## config.mk

```make
export PLATFORM = sky130hd
export DESIGN_NAME = cache_refill_ctrl
export DESIGN_NICKNAME = d
export VERILOG_FILES = /design/src/rtl/cache_refill_ctrl.sv
export SDC_FILE = /design/constraint.sdc
export NUM_CORES = 1
export LEC_CHECK = 0
export BUFFER_PORTS_ARGS = -buffer_cell sky130_fd_sc_hd__buf_4
export CAP_MARGIN = 30
export CORE_MARGIN = 2
export CORE_UTILIZATION = 41
export CTS_CLUSTER_DIAMETER = 80
export DETAILED_ROUTE_END_ITERATION = 12
export GPL_TIMING_DRIVEN = 0
export HOLD_SLACK_MARGIN = 0.05
export PLACE_DENSITY = 0.72
export SLEW_MARGIN = 15
export SYNTH_ARGS = -nofsm -noshare
export SYNTH_HDL_FRONTEND = slang
export SYNTH_SLANG_ARGS = --single-unit
```

## constraint.sdc

```tcl
create_clock -name clk -period 1.95 [get_ports clk]
set_clock_uncertainty 0.05 [all_clocks]
set_input_delay 0.0975 -clock clk [delete_from_list [all_inputs] [get_ports clk]]
set_output_delay 0.0975 -clock clk [all_outputs]
set_load 0.03 [all_outputs]
```

## src/rtl/cache_refill_ctrl.sv

```systemverilog
// Miss-refill controller for a set-associative, write-through cache.
// It picks a victim way on a miss and fetches the line with one burst read.
// Each returned beat is written into the data/tag RAMs.
// On completion it pulses the pseudo-LRU update with the one-hot victim.
module cache_refill_ctrl #(
  parameter int SET_ASSOC  = 4,
  parameter int LINE_WORDS = 8,
  parameter int DATA_WIDTH = 32,
  parameter int ADDR_WIDTH = 32
) (
  input  logic                          clk,
  input  logic                          rst,
  input  logic                          miss_req,
  input  logic [ADDR_WIDTH-1:0]         miss_addr,
  input  logic [SET_ASSOC-1:0]          way_valid,
  input  logic [$clog2(SET_ASSOC)-1:0]  repl_index,
  output logic                          busy,
  output logic                          mem_rd_req,
  output logic [ADDR_WIDTH-1:0]         mem_rd_addr,
  input  logic                          mem_rd_gnt,
  input  logic                          mem_rvalid,
  input  logic [DATA_WIDTH-1:0]         mem_rdata,
  output logic                          line_we,
  output logic [$clog2(SET_ASSOC)-1:0]  line_way,
  output logic [$clog2(LINE_WORDS)-1:0] line_word,
  output logic [DATA_WIDTH-1:0]         line_wdata,
  output logic [SET_ASSOC-1:0]          plru_access,
  output logic                          plru_update,
  output logic                          refill_done
);

  localparam int OFS_W  = $clog2(LINE_WORDS * DATA_WIDTH / 8);
  localparam int WAY_W  = $clog2(SET_ASSOC);
  localparam int WORD_W = $clog2(LINE_WORDS);
  localparam logic [WORD_W-1:0]    LAST_WORD = WORD_W'(LINE_WORDS - 1);
  localparam logic [SET_ASSOC-1:0] ONE_HOT_0 = {{(SET_ASSOC-1){1'b0}}, 1'b1};

  typedef enum logic [1:0] {
    IDLE = 2'd0,
    REQ  = 2'd1,
    RECV = 2'd2,
    DONE = 2'd3
  } state_t;

  state_t            state;
  state_t            next_state;
  logic [WORD_W-1:0] beat_cnt;
  logic              beat_accept;
  logic              last_beat;

  // Lowest-index invalid way wins; otherwise fall back to the pseudo-LRU choice.
  function automatic logic [WAY_W-1:0] pick_victim(input logic [SET_ASSOC-1:0] valid,
                                                    input logic [WAY_W-1:0]     plru);
    logic [WAY_W-1:0] victim;
    logic             found;
    victim = plru;
    found  = 1'b0;
    for (int i = 0; i < SET_ASSOC; i++) begin
      if (!found && !valid[i]) begin
        victim = WAY_W'(i);
        found  = 1'b1;
      end
    end
    return victim;
  endfunction

  assign beat_accept = (state == RECV) && mem_rvalid;
  assign last_beat   = beat_accept && (beat_cnt == LAST_WORD);

  // Next-state decode: a miss starts a refill; the grant opens the data phase.
  always_comb begin
    next_state = state;
    case (state)
      IDLE:    if (miss_req)   next_state = REQ;  else next_state = IDLE;
      REQ:     if (mem_rd_gnt) next_state = RECV; else next_state = REQ;
      RECV:    if (last_beat)  next_state = DONE; else next_state = RECV;
      DONE:    next_state = IDLE;
      default: next_state = IDLE;
    endcase
  end

  // State register.
  always_ff @(posedge clk or posedge rst) begin
    if (rst) state <= IDLE;
    else     state <= next_state;
  end

  // Capture victim way and line-aligned address once, when the miss is accepted.
  always_ff @(posedge clk or posedge rst) begin
    if (rst) begin
      line_way    <= '0;
      mem_rd_addr <= '0;
    end else if (state == IDLE && miss_req) begin
      line_way    <= pick_victim(way_valid, repl_index);
      mem_rd_addr <= {miss_addr[ADDR_WIDTH-1:OFS_W], {OFS_W{1'b0}}};
    end
  end

  // Beat counter: cleared on grant, advanced on each beat taken in RECV.
  always_ff @(posedge clk or posedge rst) begin
    if (rst)                            beat_cnt <= '0;
    else if (state == REQ && mem_rd_gnt) beat_cnt <= '0;
    else if (beat_accept)                beat_cnt <= beat_cnt + WORD_W'(1);
  end

  // RAM write port: one registered write per accepted beat.
  always_ff @(posedge clk or posedge rst) begin
    if (rst) begin
      line_we    <= 1'b0;
      line_word  <= '0;
      line_wdata <= '0;
    end else begin
      line_we <= beat_accept;
      if (beat_accept) begin
        line_word  <= beat_cnt;
        line_wdata <= mem_rdata;
      end
    end
  end

  // Status/handshake outputs registered from the next state so they line up with it.
  always_ff @(posedge clk or posedge rst) begin
    if (rst) begin
      busy        <= 1'b0;
      mem_rd_req  <= 1'b0;
      refill_done <= 1'b0;
      plru_update <= 1'b0;
      plru_access <= '0;
    end else begin
      busy        <= (next_state != IDLE);
      mem_rd_req  <= (next_state == REQ);
      refill_done <= (next_state == DONE);
      plru_update <= (next_state == DONE);
      plru_access <= (next_state == DONE) ? (ONE_HOT_0 << line_way) : '0;
    end
  end

endmodule

```

==> results of run 1 <==
## state kept, by name, summed over array words and instances, names as in the netlist
name,count
line_word,3
mem_rd_addr,27
line_way,2
mem_rd_req,1
line_we,1
plru_access,4
busy,1
line_wdata,32
state,2
beat_cnt,3
refill_done,1
## how the worst max path moves through the flow
stage                        start         endpoint  slack, ns  depth (start not counted)
final                     state[0]      line_way[0]       0.13                          6
after global routing      state[0]      line_way[1]       0.06                          6
after CTS                 state[1]      line_way[1]       0.02                          6
after detailed placement  state[1]  mem_rd_addr[19]       0.40                          4
after global placement         rst    line_wdata[9]       0.39                          2
after floorplan           state[1]  mem_rd_addr[11]       0.51                          4
## cells in the final DEF (no fill, tap or decap), drive strengths merged, types with 4 or more instances in the layout
| master | instances |
|---|---|
| buf | 164 |
| nand2 | 109 |
| dfrtp | 77 |
| dlygate4sd3 | 66 |
| mux2 | 27 |
| clkbuf | 12 |
| a21oi | 5 |
| nor3 | 5 |
| conb | 5 |
| inv | 4 |
## critical path: cells and delay by family, from the launching register on
| kind | cells | cell delay, ns |
|---|---|---|
| AOI/OAI and AO/OA | 1 | 0.13 |
| buffers and inverters | 3 | 0.91 |
| DFF | 1 | 0.36 |
| and+or+nand+nor | 2 | 0.29 |
## cells by family (layout without fill, tap and decap cells)
| group | after synthesis | in the layout |
|---|---|---|
| and+or+nand+nor | 124 | 124 |
| DFF | 77 | 77 |
| muxes | 28 | 28 |
| buffers and inverters | 24 | 249 |
| AOI/OAI and AO/OA | 12 | 12 |
| adders and majority gates | 2 | 2 |
| other | 1 | 5 |
## what timing repair did
item | CTS | global route
endpoints found under the hold margin | 141 | 0
setup buffers | 0 | 1
hold buffers | 66 | 0
endpoints found under the setup margin | 0 | 2
gates resized for setup | 0 | 0
## metal layers
layer | vias to the layer above | GRT usage
met2 | 80 | 0.395
met4 | 0 | 0.105
met1 | 1272 | 0.252
met5 | - | 0
met3 | 22 | 0.0319
li1 | 1290 | -
## cell usage after synthesis, drive strengths merged (2+ instances only)
master  number
mux2        27
dfrtp       77
nor3         5
nand2      109
inv          5
nor2         3
a21oi        5
nand2b       3
buf         19
ha           2
o22ai        3
## cell type report
cell class	instances	area, sq um	share of cell area
timing repair buffer	211	1770	0.345
sequential	77	1930	0.374
clock buffer	12	145	0.0282
tap	99	124	0.0241
multi-input combinational	171	971	0.189
buffer	19	148	0.0287
inverter	5	22.5	0.00438
clock inverter	2	35.0	0.00681
## power breakdown
group / switching (W) / leakage [nW] / internal [W] / total [W]
Combinational: 0.00241 / 1.64 / 0.00173 / 0.00414
Clock: 0.000539 / 0.0923 / 0.000612 / 0.00115
Sequential: 0.000399 / 0.954 / 0.00231 / 0.00271
## stage by stage
stage	setup slack, ns	std cells
6_report	0.131	596
5_1_grt	0.0582	596
4_1_cts	0.0248	595
3_5_place_dp	0.405	515
3_3_place_gp	0.389	513
2_1_floorplan	0.510	272
==> flow_summary.yaml, run 1 <==
hold_path:
  worstHoldStart: "mem_rvalid"
  hold_end: "beat_cnt[0]"
  whs_path_depth: 4
  hold_path_class: "input port to flop"
timing:
  period_minus_slack_ns: 1.82
  hold_slack_ns: 0.137
  setup_tns_ns: 0
  finalHoldViolCount: 0
  final_max_slew_viol_count: 0
  rsz0062_at_grt: "false"
  setup_violations: 0
  max_freq_ghz: 0.550
  period_share: 0.933
power:
  power_w: 0.00800
  worst_ir_drop_vdd_mv: 0.712
  leakage_nw: 2.69
  powerDensity_nw_per_um2: 1550
global_routing:
  gr-usage-all-layers: 0.218
  grt_pass1_vias: 2811
  antenna_found_initial: 0
  grt_pass1_wl_mm: 13.9
  grt_max_degree: 36
  grt_overflow: 0
drt:
  drt_iter0_drc: 140
  drc_errors: 0
  met2_length_mm: 4.64
  wl_met1_mm: 3.23
  dr.pass1.iters: 4
  routed.top_layer: "met4"
  met3_wirelength_um: 276
  vias_per_cell: 4.47
  routed_wl_mm: 8.40
  via_count: 2664
  antenna_left: 0
  wire_per_inst_um: 14.1
yosys:
  synth_top_area_share: 0.632
  synthDistinctLibCells: 25
  ys_top_cells_by_area: "dfrtp_1 63%, nand2_1 13%, mux2_2 5.9%, mux2_4 4.9%, buf_4 2.7%"
  synthCells: 268
  syn_avg_cell_area_sq_um: 11.4
  synth.area.mux_share: 0.115
  synth_ff_type: "dfrtp_1"
  synth-compound-area-share: 0.0238
  ys_warn_count: 0
  post_synth_fa_ha_maj_area_fraction: 0.00821
  ys_ff_latch: 77
  ys_seq_area_frac: 0.632
  synth_top_cell_by_area: "dfrtp_1"
  synthSimpleGateAreaFrac: 0.165
  synth_top_family_by_area: "simple AND/OR/NAND/NOR gates"
  synthArstFlopShare: 1.00
  synth_area_sq_um: 3050
  synth_edf_count: 0
  synthXorXnorAreaFrac: 0
critical_path:
  max_stage_delay_ns: 0.58
  crit_slowest_cell: "dlygate4sd3_1"
  reg2reg_to: "line_way[0]"
  r2r_start: "state[0]"
  cp-start-kind: "flop"
  arrival_ns: 2.05
  criticalPathCategory: "flop to flop"
  ff2ff_setup_slack_ns: 0.13
  crit_required_ns: 2.18
  crit_path_end_kind: "flop"
  crit_path_max_fanout: 10
  r2r_cells: 6
  crit_chain: "buf_4 > nor3b_4 > buf_6 > nand2_1 > o22ai_1 > dlygate4sd3_1"
clock_tree:
  cts-htree-levels: 3
  cts.path.max_buffers: 2
  path_clk_slew_ns: 0.07
  clkSinkCount: 77
  clk_latency_ns: 0.35
  cts_tree: "built"
  root_buffer: "clkbuf_8"
  cts_made_buffers: 9
die:
  start_util: 0.423
  die_w_um: 90.2
  dieArea_sq_um: 8140
  core_area_sq_um: 7210
  die_h_um: 90.2
  rows: 31
  io_pins: 153
placed_design:
  place_hpwl_mm: 5.15
  postPlaceCellArea_sq_um: 4300
  gp_congestion: 0.748
  portBuffers: 142
layout:
  area_growth_pct: 68.8
  diodes: 0
  fin_nets: 571
  drive_gt1_frac: 0.410
  final_area_sq_um: 5150
  post-route-util: 0.713
  nFillCells: 537
run:
  max_cap_violations: 0
status:
  status: "finished clean"
Power figures use the tool's default switching activity.
==> inputs of run 2 (changes only) <==
CELL_PAD_IN_SITES_DETAIL_PLACEMENT = 0   (was not set)
CELL_PAD_IN_SITES_GLOBAL_PLACEMENT = 1   (was not set)
CORE_UTILIZATION = 30   (was 41)
PLACE_DENSITY = 0.71   (was 0.72)
SKIP_LAST_GASP = 1   (was not set)
==> flow_summary.yaml, run 2 (synthesized netlist as in run 1, its figures left out) <==
status:
  status: "finished clean"
drt:
  dr.pass1.iters: 4
  vias_per_cell: 4.14
  routed.top_layer: "met4"
  routed_wl_mm: 8.15
  antenna_left: 0
  wire_per_inst_um: 12.9
  drc_errors: 0
  wl_met1_mm: 3.53
  met3_wirelength_um: 384
  met2_length_mm: 4.09
  drt_iter0_drc: 51
  via_count: 2612
power:
  p_int_w: 0.00452
  p_sw_w: 0.00336
  leakage_nw: 2.68
  powerDensity_nw_per_um2: 1520
  p_comb_frac: 0.518
  power_w: 0.00788
  netSwitchingFraction: 0.426
  clockPowerShare: 0.139
  worst_ir_drop_vdd_mv: 0.735
  p_seq_frac: 0.343
layout:
  drive_gt1_frac: 0.414
  reg.largest.list: "line_wdata (32), mem_rd_addr (27), plru_access (4)"
  fin_nets: 570
  top_register: "line_wdata"
  multi_input_area_sq_um: 971
  mostFrequentLayoutCells: "153 x buf_4, 109 x nand2_1, 77 x dfrtp_1"
  final_common_cell: "buf_4"
  post-route-util: 0.527
  nFillCells: 905
  largest_register_ffs: 32
  area_growth_pct: 69.8
  seqCellArea_sq_um: 1930
  diodes: 0
timing:
  rsz0062_at_grt: "false"
  setup_tns_ns: 0
  setup_violations: 0
  period_share: 0.829
  max_freq_ghz: 0.619
  finalHoldViolCount: 0
  period_minus_slack_ns: 1.62
  final_max_slew_viol_count: 0
global_routing:
  gr-usage-all-layers: 0.151
  grt_pass1_wl_mm: 13.3
  grt_max_degree: 33
  antenna_found_initial: 0
  grt_pass1_vias: 2718
  grt_overflow: 0
critical_path:
  r2r_start: "state[1]"
  cp_num_buf_inv: 2
  r2r_cells: 4
  crit_path_end_kind: "flop"
  reg2reg_to: "mem_rd_addr[20]"
  cp_top_family: "flip-flops"
  max_stage_delay_ns: 0.39
  cp-start-kind: "flop"
  ff2ff_setup_slack_ns: 0.33
  arrival_ns: 1.79
  crit_required_ns: 2.12
  criticalPathCategory: "flop to flop"
  crit_slowest_cell: "dfrtp_1"
  crit_path_max_fanout: 10
  cpMostUsedCell: "buf_6"
  crit_chain: "buf_6 > nor3b_4 > buf_6 > mux2_4"
run:
  max_cap_violations: 0
clock_tree:
  root_buffer: "clkbuf_8"
  cts-htree-levels: 3
  cts.path.max_buffers: 2
  cts_made_buffers: 9
  cts_tree: "built"
  path_clk_slew_ns: 0.08
  post_cts_buffers: 0
  clkSinkCount: 77
  clk_latency_ns: 0.34
  cts-resized-gates: 0
placed_design:
  gp_congestion: 0.719
  place_hpwl_mm: 5.41
  portBuffers: 142
die:
  dieArea_sq_um: 11000
  core_area_sq_um: 9820
  rows: 36
  start_util: 0.311
  io_pins: 153
  die_h_um: 105
  die_w_um: 105
hold_path:
  hold_end: "state[1]"
  worstHoldStart: "mem_rd_gnt"
  whs_path_depth: 3
  hold_path_class: "input port to flop"
-- run 2: cell count changes in the layout (fill, tap and decap cells not counted) --
cell | before | now
buf_4 | 154 | 153
bufinv_16 | 1 | 0
clkinv_4 | 0 | 1
clkbuf_1 | 2 | 1
clkinvlp_4 | 1 | 4
-- run 2: how the worst max path moves through the flow --
stage,start,endpoint,depth (start not counted)
finish,state[1],mem_rd_addr[20],4
CTS,state[1],mem_rd_addr[23],4
detailed placement,state[1],mem_rd_addr[23],4
floorplan,state[1],mem_rd_addr[11],4
global route,state[1],mem_rd_addr[20],4
global placement,rst,line_wdata[30],2
-- run 2: what timing repair did --
| action | in CTS | in global routing |
|---|---|---|
| hold buffers | 66 | 0 |
| endpoints found under the setup margin | 0 | 0 |
| hold endpoints to repair | 108 | 0 |
-- run 2: area by class of cell --
class                      count  area share
sequential                    77       0.372
timing repair buffer         210       0.341
multi-input combinational    171       0.187
tap                          133      0.0321
buffer                        19      0.0285
clock buffer                  11      0.0273
clock inverter                 5     0.00701
inverter                       5     0.00435
-- run 2: routing by layer --
layer	GRT usage	vias to the layer above
met5	0	-
li1	-	1291
met3	0.0299	15
met2	0.261	87
met4	0.0552	0
met1	0.187	1219
-- run 2: power by group through the flow --
stage,registers (W),clock network [W],logic [W]
2_1_floorplan,0.00402,0,0.00120
3_3_place_gp,0.00270,0,0.00395
3_5_place_dp,0.00273,0,0.00400
4_1_cts,0.00271,0.00114,0.00412
5_1_grt,0.00280,0.00121,0.00435
6_report,0.00270,0.00109,0.00409
-- run 2: per-stage QoR --
stage	hold WS, ns	setup WS [ns]	std cells	area (sq um)
floorplan	0.153	0.510	272	3070
global route	0.0802	0.273	631	5180
global placement	0.238	0.334	547	4300
detailed placement	0.0608	0.343	549	4340
finish	0.0778	0.334	631	5180
CTS	0.0647	0.331	631	5180
-- run 2: tightest hold or removal path, cell delays in order --
cell and delay [ns]:
buf_4 0.11, nand2_1 0.12, mux2i_1 0.10
